[src/rtl/mult_pkg.sv]
// Shared types and defaults for the multiplier / accumulator datapath.
// Product width default, operand width and the accumulator state type.
package mult_pkg;

  localparam int DEF_PROD_W = 8;
  localparam int OP_W       = 4;

  typedef enum logic {
    ACCUM = 1'b0,
    DONE  = 1'b1
  } state_t;

endpackage

[src/rtl/acc_add.sv]
// Accumulator adder: ACC_W-bit acc plus PROD_W-bit product with carry-out.
// MULT_ACC_SAT_EN clamps the sum to all-ones on carry instead of wrapping.
module acc_add #(
  parameter int ACC_W  = 10,
  parameter int PROD_W = 8
) (
  input  logic [ACC_W-1:0]  acc,
  input  logic [PROD_W-1:0] prod,
  output logic [ACC_W-1:0]  sum,
  output logic              carry
);

  logic [ACC_W:0] raw;

  assign raw   = {1'b0, acc} + (ACC_W+1)'(prod);
  assign carry = raw[ACC_W];

`ifdef MULT_ACC_SAT_EN
  assign sum = carry ? '1 : raw[ACC_W-1:0];
`else
  assign sum = raw[ACC_W-1:0];
`endif

endmodule

[src/rtl/mult_accumulator.sv]
// Sums LEN products per result behind valid/ready handshakes.
// Define MULT_ACC_SAT_EN for a saturating accumulator (default wraps).
module mult_accumulator
  import mult_pkg::*;
#(
  parameter int PROD_W = DEF_PROD_W,
  parameter int LEN    = 4,
  parameter int ACC_W  = 10
) (
  input  logic              clk,
  input  logic              rst_n,
  input  logic              clear,
  input  logic              in_valid,
  output logic              in_ready,
  input  logic [PROD_W-1:0] in_product,
  output logic              out_valid,
  input  logic              out_ready,
  output logic [ACC_W-1:0]  out_sum,
  output logic              out_ovf
);

  localparam int CNT_W = $clog2(LEN + 1);
  localparam logic [CNT_W-1:0] LAST = CNT_W'(LEN - 1);

  state_t           state;
  logic [CNT_W-1:0] cnt;
  logic [ACC_W-1:0] acc;
  logic             ovf;
  logic [ACC_W-1:0] sum;
  logic             carry;

  acc_add #(
    .ACC_W  (ACC_W),
    .PROD_W (PROD_W)
  ) u_add (
    .acc   (acc),
    .prod  (in_product),
    .sum   (sum),
    .carry (carry)
  );

  always_ff @(posedge clk or negedge rst_n) begin
    if (!rst_n) begin
      state <= ACCUM;
      cnt   <= '0;
      acc   <= '0;
      ovf   <= 1'b0;
    end else if (clear) begin
      state <= ACCUM;
      cnt   <= '0;
      acc   <= '0;
      ovf   <= 1'b0;
    end else begin
      unique case (state)
        ACCUM: begin
          if (in_valid) begin
            // first term restarts the sum and the sticky flag
            if (cnt == '0) begin
              acc <= ACC_W'(in_product);
              ovf <= 1'b0;
            end else begin
              acc <= sum;
              ovf <= ovf | carry;
            end
            if (cnt == LAST) begin
              cnt   <= '0;
              state <= DONE;
            end else begin
              cnt <= cnt + CNT_W'(1);
            end
          end
        end
        DONE: begin
          if (out_ready) state <= ACCUM;
        end
        default: state <= ACCUM;
      endcase
    end
  end

  assign in_ready  = (state == ACCUM);
  assign out_valid = (state == DONE);
  assign out_sum   = acc;
  assign out_ovf   = ovf;

endmodule

[config.mk]
export PLATFORM = sky130hd
export DESIGN_NAME = mult_accumulator
export DESIGN_NICKNAME = d
export VERILOG_FILES = /design/src/rtl/mult_pkg.sv /design/src/rtl/acc_add.sv /design/src/rtl/mult_accumulator.sv
export SDC_FILE = /design/constraint.sdc
export NUM_CORES = 1
export LEC_CHECK = 0
export CAP_MARGIN = 20
export CORE_MARGIN = 4
export CORE_UTILIZATION = 54
export DETAILED_ROUTE_END_ITERATION = 10
export PLACE_DENSITY = 0.94
export SLEW_MARGIN = 25
export SYNTH_ARGS = -nofsm -noshare
export SYNTH_HDL_FRONTEND = slang
export SYNTH_HIERARCHICAL = 1
export SYNTH_SLANG_ARGS = --single-unit
[constraint.sdc]
create_clock -name clk -period 5.91 [get_ports clk]
set_input_delay 1.182 -clock clk [delete_from_list [all_inputs] [get_ports clk]]
set_output_delay 1.182 -clock clk [all_outputs]
set_load 0.01 [all_outputs]
Word-level counts from Yosys, hierarchy flattened
Cells that the tools add are included.

Flip-flop bits (word level): 15. Input bits: 13. Output and inout bits: 13. Logic and storage cells: 30.

Add/sub/neg operators: 2. Equal/unequal tests: 2. Mux-type cells: 17. Bitwise gates (word level): 2. Reduce and logical (&&, ||, !) cells: 3.

Operators by type and width (number): $mux W10 (4); $mux W3 (4); $add A10 B8 Y11 (1); $mux W1 (8); $add A3 B1 Y3 const B (1); $eq A3 B2 Y1 const B (1); $logic_not A3 Y1 (1); $ne A2 B2 Y1 const B (1); $pmux W1 S2 (1); $reduce_and A2 Y1 (1); $reduce_bool A2 Y1 (1); $not A1 Y1 (1); $or A1 B1 Y1 (1).

Depth between registers and ports, before layout
Gate-level depths: netlist of the first run.

Depth in word-level cells: 6. Depth in mapped cells: 9. Mapped depth without buffers: 9.

Modules after synthesis
Netlist of the first run, hierarchy kept.

Modules (own cells, without submodules): mult_accumulator (times used 1, cells an instance 71, area an instance 792.0 um^2, seq. area each 375.4 um^2); acc_add (times used 1, cells an instance 61, area an instance 435.4 um^2, seq. area each 0.0 um^2).

Worst setup path before layout of the first run
OpenSTA, ideal clock, no wires.

Path type: input-to-reg. Start: in in_product[0]. End: reg acc[8] (netlist: out_sum[8]). Setup time: 77 ps. Arrival: 2645 ps. Required time: 5833 ps. Slack: 3188 ps. Cell stages on the path: 9. Path buffers: 0. Cells stage by stage: ha_1 inv_1 fa_1 nand2b_1 a21oi_1 nor2_1 a311oi_1 nand3_1 a21oi_1.

Word-level cells in the longest chain between the ends: 5.

RTL lines: from (decl) (line mult_accumulator.sv:15) `input logic [PROD_W-1:0] in_product,`; $add A10 B8 Y11 (line acc_add.sv:15) `assign raw = {1'b0, acc} + (ACC_W+1)'(prod);`; named net sum[8] (line mult_accumulator.sv:29) `logic [ACC_W-1:0] sum;`; $mux W10 (line mult_accumulator.sv:58) `if (cnt == '0) begin`; $mux W10 (line mult_accumulator.sv:56) `if (in_valid) begin`; $mux W10 (line mult_accumulator.sv:54) `unique case (state)`; $mux W10 (line mult_accumulator.sv:48) `end else if (clear) begin`; to (signal assigned) (line mult_accumulator.sv:59) `acc <= ACC_W'(in_product);`; to (signal assigned) (line mult_accumulator.sv:62) `acc <= sum;`; to (decl) (line mult_accumulator.sv:27) `logic [ACC_W-1:0] acc;`.

The timed path passes the listed nets, and every way through them passes these cells. The select of a mux whose other input is x is not followed. A chain may end at the register's enable or synchronous reset.

Final worst setup path of the first run
Ends and elaborated chain as after synthesis.

==> results of run 1 <==
## layer usage
layer  routed length [microns]  GRT usage, %
met1                      1070          20.5
met2                      1420          36.1
met3                       144          5.57
met4                        27          6.25
met5                         0             0
## registers in the layout (all words and copies together) (netlist names)
name and cells:
out_valid 1, out_ovf 1, out_sum 10, cnt 3
## cells by family (layout without fill, tap and decap cells)
kind of cell    count (synthesis)  in the layout  share of synthesized area, %
compound gates                 36             36                          22.9
fa+ha+maj                      11             11                          11.8
simple gates                   40             40                          17.6
flops                          15             15                          30.6
xor+xnor                        5              5                          3.57
mux                             8              8                          6.52
buf+inv                        17             41                          6.93
## cell usage in the layout (no fill, tap or decap), types with 2 or more instances in the layout
master           synthesis  routed
a211oi_1                 2       2
a211oi_2                 7       7
a21o_1                   3       3
a21oi_1                 11      11
a31oi_1                  2       2
and2_1                   2       2
clkbuf_4                 0       3
clkdlybuf4s50_1          0      25
dfrtp_1                 15      15
ha_1                    10      10
inv_1                   12      12
mux2i_1                  8       8
nand2_1                  7       7
nand2b_1                 2       2
nand2b_4                 2       2
nand3_1                  6       6
nor2_1                  13      13
nor3b_1                  2       2
o21ai_0                  4       4
xnor2_1                  3       3
xor2_1                   2       2
## power groups by stage
stage               sequential [mW]  combinational (mW)  clock [mW]
finish                        0.114               0.105      0.0624
global route                  0.115               0.117      0.0700
CTS                           0.114               0.105      0.0649
detailed placement            0.116               0.105           0
global placement              0.116               0.100           0
floorplan                     0.118              0.0716           0
## worst reg2reg max path, cell delays in order, from the launching register on
cell and delay [ps]:
dfrtp_1 380, ha_1 180, inv_1 60, fa_1 380, nand2b_1 170, a21oi_1 240, nor2_1 100, a311oi_1 270
nand3_1 100, a21oi_1 150
## cell type report
| class | instances | area [sq um] |
|---|---|---|
| Timing Repair Buffer | 25 | 250 |
| Inverter | 12 | 45.0 |
| Clock inverter | 1 | 5.00 |
| Sequential cell | 15 | 375 |
| Multi-Input combinational cell | 100 | 767 |
| Tap cell | 27 | 33.8 |
| Clock buffer | 3 | 22.5 |
| Fill cell | 169 | 563 |
## stage by stage
| stage | setup slack, ps | hold slack (ps) | utilization, % |
|---|---|---|---|
| 2_1_floorplan | 3190 | 507 | - |
| 3_3_place_gp | 2600 | 527 | 71.4 |
| 3_5_place_dp | 2520 | 550 | 71.4 |
| 4_1_cts | 2840 | 571 | 72.7 |
| 5_1_grt | 2650 | 595 | 72.7 |
| 6_report | 2840 | 561 | 72.7 |
## worst paths after layout
kind | from | end | slack (ps) | cells past startpoint
max reg2reg | out_sum[0]$_DFFE_PN0P_ | out_sum[8]$_DFFE_PN0P_ | 3820 | 9
min reg2reg | out_ovf$_DFFE_PN0P_ | out_ovf$_DFFE_PN0P_ | 560 | 2
max in group asynchronous | rst_n | out_sum[1]$_DFFE_PN0P_ | 4160 | 1
min | out_ovf$_DFFE_PN0P_ | out_ovf$_DFFE_PN0P_ | 560 | 2
min in group asynchronous | rst_n | out_sum[7]$_DFFE_PN0P_ | 1290 | 1
max | in_product[0] | out_sum[8]$_DFFE_PN0P_ | 2840 | 10
==> results.md, run 1 <==
* Crit end category: register
* Synth unique cells at 36
* Design area at 1500 sq um
* Vias per inst at 5.75
* Drt initial violations at 19
* Clock Sinks at 15
* Syn. warnings at 6
* Gate count after technology mapping at 132
* Post-layout minimum cycle time at 3070 ps
* Core Region at 2060 sq um
* Final Cycle Share at 52.0%
* Clk buf depth at 2
* Total gr overflow at 0
* Cell row count at 16
* Post-CTS Setup Bufs at 0
* Hold Fails Final Rpt at 0
* P_leak at 0.649 nW
* ANT cells at 0
* Sequential share of power at 40.5%
* Post-cts resize count at 0
* Area post-placement at 1470 sq um
* CP Class: input pin to register
* Layout area overhead at 22.1%
* CP Cell Sequence: clkdlybuf4s50_1 -> ha_1 -> inv_1 -> fa_1 -> nand2b_1 -> a21oi_1 -> nor2_1 -> a311oi_1 -> nand3_1 -> a21oi_1
* Top-area cell type share of the netlist area at 30.6%
* Cell Pwr Density at 188 nW/um^2
* Logic pwr share at 37.3%
* Pwr Total at 0.282 mW
* Sw power at 0.0979 mW
* Most frequent CP cell: a21oi_1
* Root buffer cell: clkbuf_4
* RePlAce Congestion at 0.807
* IO buf count at 25
* RSZ-0062 raised after global routing: false
* Wire per inst at 14.5 microns
* Routed vias at 1052
* Cell with the most instances after synthesis: dfrtp_1
* Share of layout cells above drive strength 1 at 10.3%
* Mapped cell area at 1230 sq um
* TNS Setup at 0 ps
* CP max FO at 3
* TritonCTS clock tree: done
* DRC viols at 0
* CTS buffer count at 3
* Pin count of the biggest net entering global routing at 23
* Final slew viol count at 0
* Number of nets in the layout at 181
* Rel. slew slack at 53.3%
* Vias in the first global route at 1124
* DIE WIDTH at 55.7 microns
* Max cap viols at 0
* Register bit total from synthesis at 15
* Slowest stage delay, CP at 480 ps
* Synth cell count leaders: 15 x dfrtp_1, 13 x nor2_1, 12 x inv_1
* Worst VDD drop at 0.135 mV
* Sw frac at 34.7%
* Initial antenna violation count at 0
* DPL Wire Length at 2030 microns
* DRT Wirelength at 2660 microns
* Global-route wire length before repair at 4840 microns
* Post-synth top area cell: dfrtp_1
* Top Ports at 26
* Crit-path slowest cell: clkdlybuf4s50_1
* Buf+Inv Stages, Crit Path at 2
* Worst-skew pair later-pin latency at 290 ps
* Drt first pass iters at 4
* Synth async-reset ratio at 100%
* All-Layer GR Usage at 19.3%
* Delay-heaviest family, CP: compound AO/OA/AOI/OAI gates
* Hold buffers post-CTS at 0
* Req. time, crit path at 6130 ps
* Synth top area cells: dfrtp_1 31%, ha_1 10%, a211oi_2 7.1%, mux2i_1 6.5%, a21oi_1 4.5%
* Clk pwr share at 22.2%
* WP data arrival at 3290 ps
* Die height at 55.7 microns
* Die area at 3100 sq um
* Startpoint types: input pin
* Post-DRT Antenna Nets at 0
* Initial Util at 59.5%
* Syn Nets at 156
* Final setup viols at 0
* Syn avg cell area at 9.30 sq um
* Measured slew at the worst slew-check pin at 698 ps
* Clock Pin Slew Worst Setup and Hold Paths at 110 ps
* EDFF count, synth at 0
* Power Internal at 0.184 mW
* Post-Layout Cell Count at 183
* Clk_skew at 11.6 ps
* Inst Count DP at 179
* H-tree Lvls at 1
* Sequential element share of the synthesized area at 30.6%
* Worst min-delay path class: register to register
* Max frequency at 0.325 GHz
* Status: completed
* Most frequently used flop master after synthesis: dfrtp_1
Note: power is estimated with default switching activity, not from simulation.
==> inputs of run 2 (changes only) <==
- CORE_UTILIZATION: 54 -> 45
- PLACE_DENSITY: 0.94 -> 0.85
- clock period: 5.91 -> 2.6 ns (I/O delays scaled with it)
==> run 2 against run 1 <==
Sequential share of layout area shrank 0.53 points. Flip-flop and latch count is the same. Non-clock buffer count grew 3. Global-route usage shrank 1.2 points. Register-to-register slack lost 3300 ps. Via count grew 3.9%. Combinational power grew 140%. Clock skew shrank 6.7 ps. Clock-buffer cell count is the same. Setup slack lost 2700 ps. Critical path type unchanged. Critical endpoint unchanged.
==> results.md, run 2 (same netlist as run 1, synthesis figures left out) <==
* Status: completed (unchanged)
* Rel. slew slack at 48.8% (was 53.3%)
* Most Crowded Layer GR: met2 (unchanged)
* DIE WIDTH at 60.2 microns (was 55.7 microns)
* Post-Place Setup Slack at -151 ps (was 2520 ps)
* Global-route wire length before repair at 4970 microns (was 4840 microns)
* Root buffer cell: clkbuf_4 (unchanged)
* Final setup viols at 0 (unchanged)
* Routed vias at 1093 (was 1052)
* Met3 GRT Util at 3.89% (was 5.57%)
* Worst min-delay path class: register to register (unchanged)
* P_leak at 0.659 nW (was 0.649 nW)
* Req. time, crit path at 2810 ps (was 6130 ps)
* Vias per inst at 5.78 (was 5.75)
* Largest register FFs at 10 (unchanged)
* Met1 GRT Util at 19.3% (was 20.5%)
* Worst-skew pair later-pin latency at 290 ps (about the same)
* Drt first pass iters at 6 (was 4)
* Top Ports at 26 (unchanged)
* Measured slew at the worst slew-check pin at 765 ps (was 698 ps)
* Initial Util at 48.2% (was 59.5%)
* WP data arrival at 2630 ps (was 3290 ps)
* Layout Utilization at 60.2% (was 72.7%)
* Worst VDD drop at 0.499 mV (was 0.135 mV)
* Inst Count DP at 185 (was 179)
* ANT cells at 0 (unchanged)
* Die area at 3630 sq um (was 3100 sq um)
* Hold buffers post-CTS at 0 (unchanged)
* Max frequency at 0.414 GHz
* Met2 usage at 35.8% (was 36.1%)
* Post-DRT Antenna Nets at 0 (unchanged)
* Total gr overflow at 0 (unchanged)
* RePlAce Congestion at 0.848 (was 0.807)
* Wire per inst at 15.8 microns (was 14.5 microns)
* Cell row count at 18 (was 16)
* Share of layout cells above drive strength 1 at 12.6% (was 10.3%)
* Post-CTS Setup Bufs at 0 (unchanged)
* DRT Wirelength at 3000 microns (was 2660 microns)
* Cell Pwr Density at 427 nW/um^2 (was 188 nW/um^2)
* Final Cycle Share at 93.0%
* Initial antenna violation count at 0 (unchanged)
* CP max FO at 3 (unchanged)
* H-tree Lvls at 1 (unchanged)
* Drt initial violations at 32 (was 19)
* CP Class: input pin to register (unchanged)
* Final critical-path setup slack at 182 ps (was 2840 ps)
* Multi-input logic area at 771 sq um (was 767 sq um)
* Hold Fails Final Rpt at 0 (unchanged)
* Vias in the first global route at 1174 (was 1124)
* Pin count of the biggest net entering global routing at 23 (unchanged)
* DPL Wire Length at 2240 microns (was 2030 microns)
* Commonest cells after routing, fill and taps aside: 25 x clkdlybuf4s50_1, 15 x dfrtp_1, 13 x nor2_1 (unchanged)
* TritonCTS clock tree: done (unchanged)
* Clk buf depth at 2 (unchanged)
* Core Region at 2540 sq um (was 2060 sq um)
* Clock Pin Slew Worst Setup and Hold Paths at 100 ps (was 110 ps)
* Crit end category: register (unchanged)
* RSZ-0062 raised after global routing: false (unchanged)
* Layout area overhead at 24.8% (was 22.1%)
* CTS buffer count at 3 (unchanged)
* Final slew viol count at 0 (unchanged)
* Post-layout minimum cycle time at 2420 ps
* Number of nets in the layout at 184 (was 181)
* Commonest non-fill, non-tap cell in the layout: clkdlybuf4s50_1 (unchanged)
* All-Layer GR Usage at 18.1% (was 19.3%)
* DRC viols at 0 (unchanged)
* IO buf count at 25 (unchanged)
* Die height at 60.2 microns (was 55.7 microns)
* Register area at 375 sq um (unchanged)
* Fillcell total at 217 (was 169)
* Clock Sinks at 15 (unchanged)
* Max cap viols at 0 (unchanged)
* Post-Layout Cell Count at 189 (was 183)
* Clk_skew at 4.91 ps (was 11.6 ps)
* Startpoint types: input pin (unchanged)
-- run 2: cell types whose count changed in the layout (fill, tap and decap cells not counted) --
| cell | previous run | this run |
|---|---|---|
| clkinvlp_4 | 0 | 1 |
| clkinv_2 | 1 | 0 |
| a21oi_2 | 1 | 2 |
| buf_4 | 0 | 3 |
| a21oi_1 | 11 | 10 |
-- run 2: layer usage --
layer | routed length [microns] | vias to the layer above
met5 | 0 | -
met1 | 1190 | 526
met4 | 17 | 0
met3 | 153 | 4
li1 | - | 524
met2 | 1630 | 39
-- run 2: repair_timing --
action / CTS / global route
endpoints found under the hold margin: 0 / 0
endpoints found under the setup margin: 0 / 2
gates resized for setup: 0 / 1
-- run 2: layout make-up --
class	count	area share (%)
sequential	15	24.5
multi-input combinational	100	50.3
clock inverter	1	0.490
clock buffer	3	1.47
inverter	12	2.94
timing repair buffer	28	17.8
tap	30	2.45
-- run 2: path summary, 6_finish.rpt --
kind | startpoint | end | slack, ps | cells past startpoint
worst max-delay path | in_product[0] | out_sum[8]$_DFFE_PN0P_ | 180 | 10
worst min-delay path | cnt[1]$_DFFE_PN0P_ | cnt[1]$_DFFE_PN0P_ | 550 | 2
worst max register to register | out_sum[0]$_DFFE_PN0P_ | out_sum[8]$_DFFE_PN0P_ | 500 | 9
worst min register to register | cnt[1]$_DFFE_PN0P_ | cnt[1]$_DFFE_PN0P_ | 550 | 2
max in group asynchronous | rst_n | out_sum[7]$_DFFE_PN0P_ | 1500 | 1
min in group asynchronous | rst_n | out_sum[0]$_DFFE_PN0P_ | 640 | 1
-- run 2: worst max-delay path, stage by stage --
cell             delay [ps]
clkdlybuf4s50_1         490
ha_1                    170
inv_1                    60
fa_1                    380
nand2b_1                190
a21oi_2                 200
nor2_1                   90
a311oi_1                260
nand3_1                 110
a21oi_1                 160
-- run 2: metrics by stage --
| stage | hold WS, ps | area (sq um) | setup TNS, ps | power, mW |
|---|---|---|---|---|
| finish | 552 | 1530 | 0 | 0.655 |
| global route | 574 | 1530 | 0 | 0.697 |
| CTS | 554 | 1530 | 0 | 0.658 |
| detailed placement | 539 | 1500 | -389 | 0.511 |
| global placement | 524 | 1500 | -26.5 | 0.500 |
| floorplan | 224 | 1230 | 0 | 0.430 |
-- run 2: power breakdown --
group | internal (mW) | switching (mW) | leakage, nW
clock network | 0.0586 | 0.0857 | 0.0139
registers | 0.247 | 0.0125 | 0.200
logic | 0.119 | 0.132 | 0.445
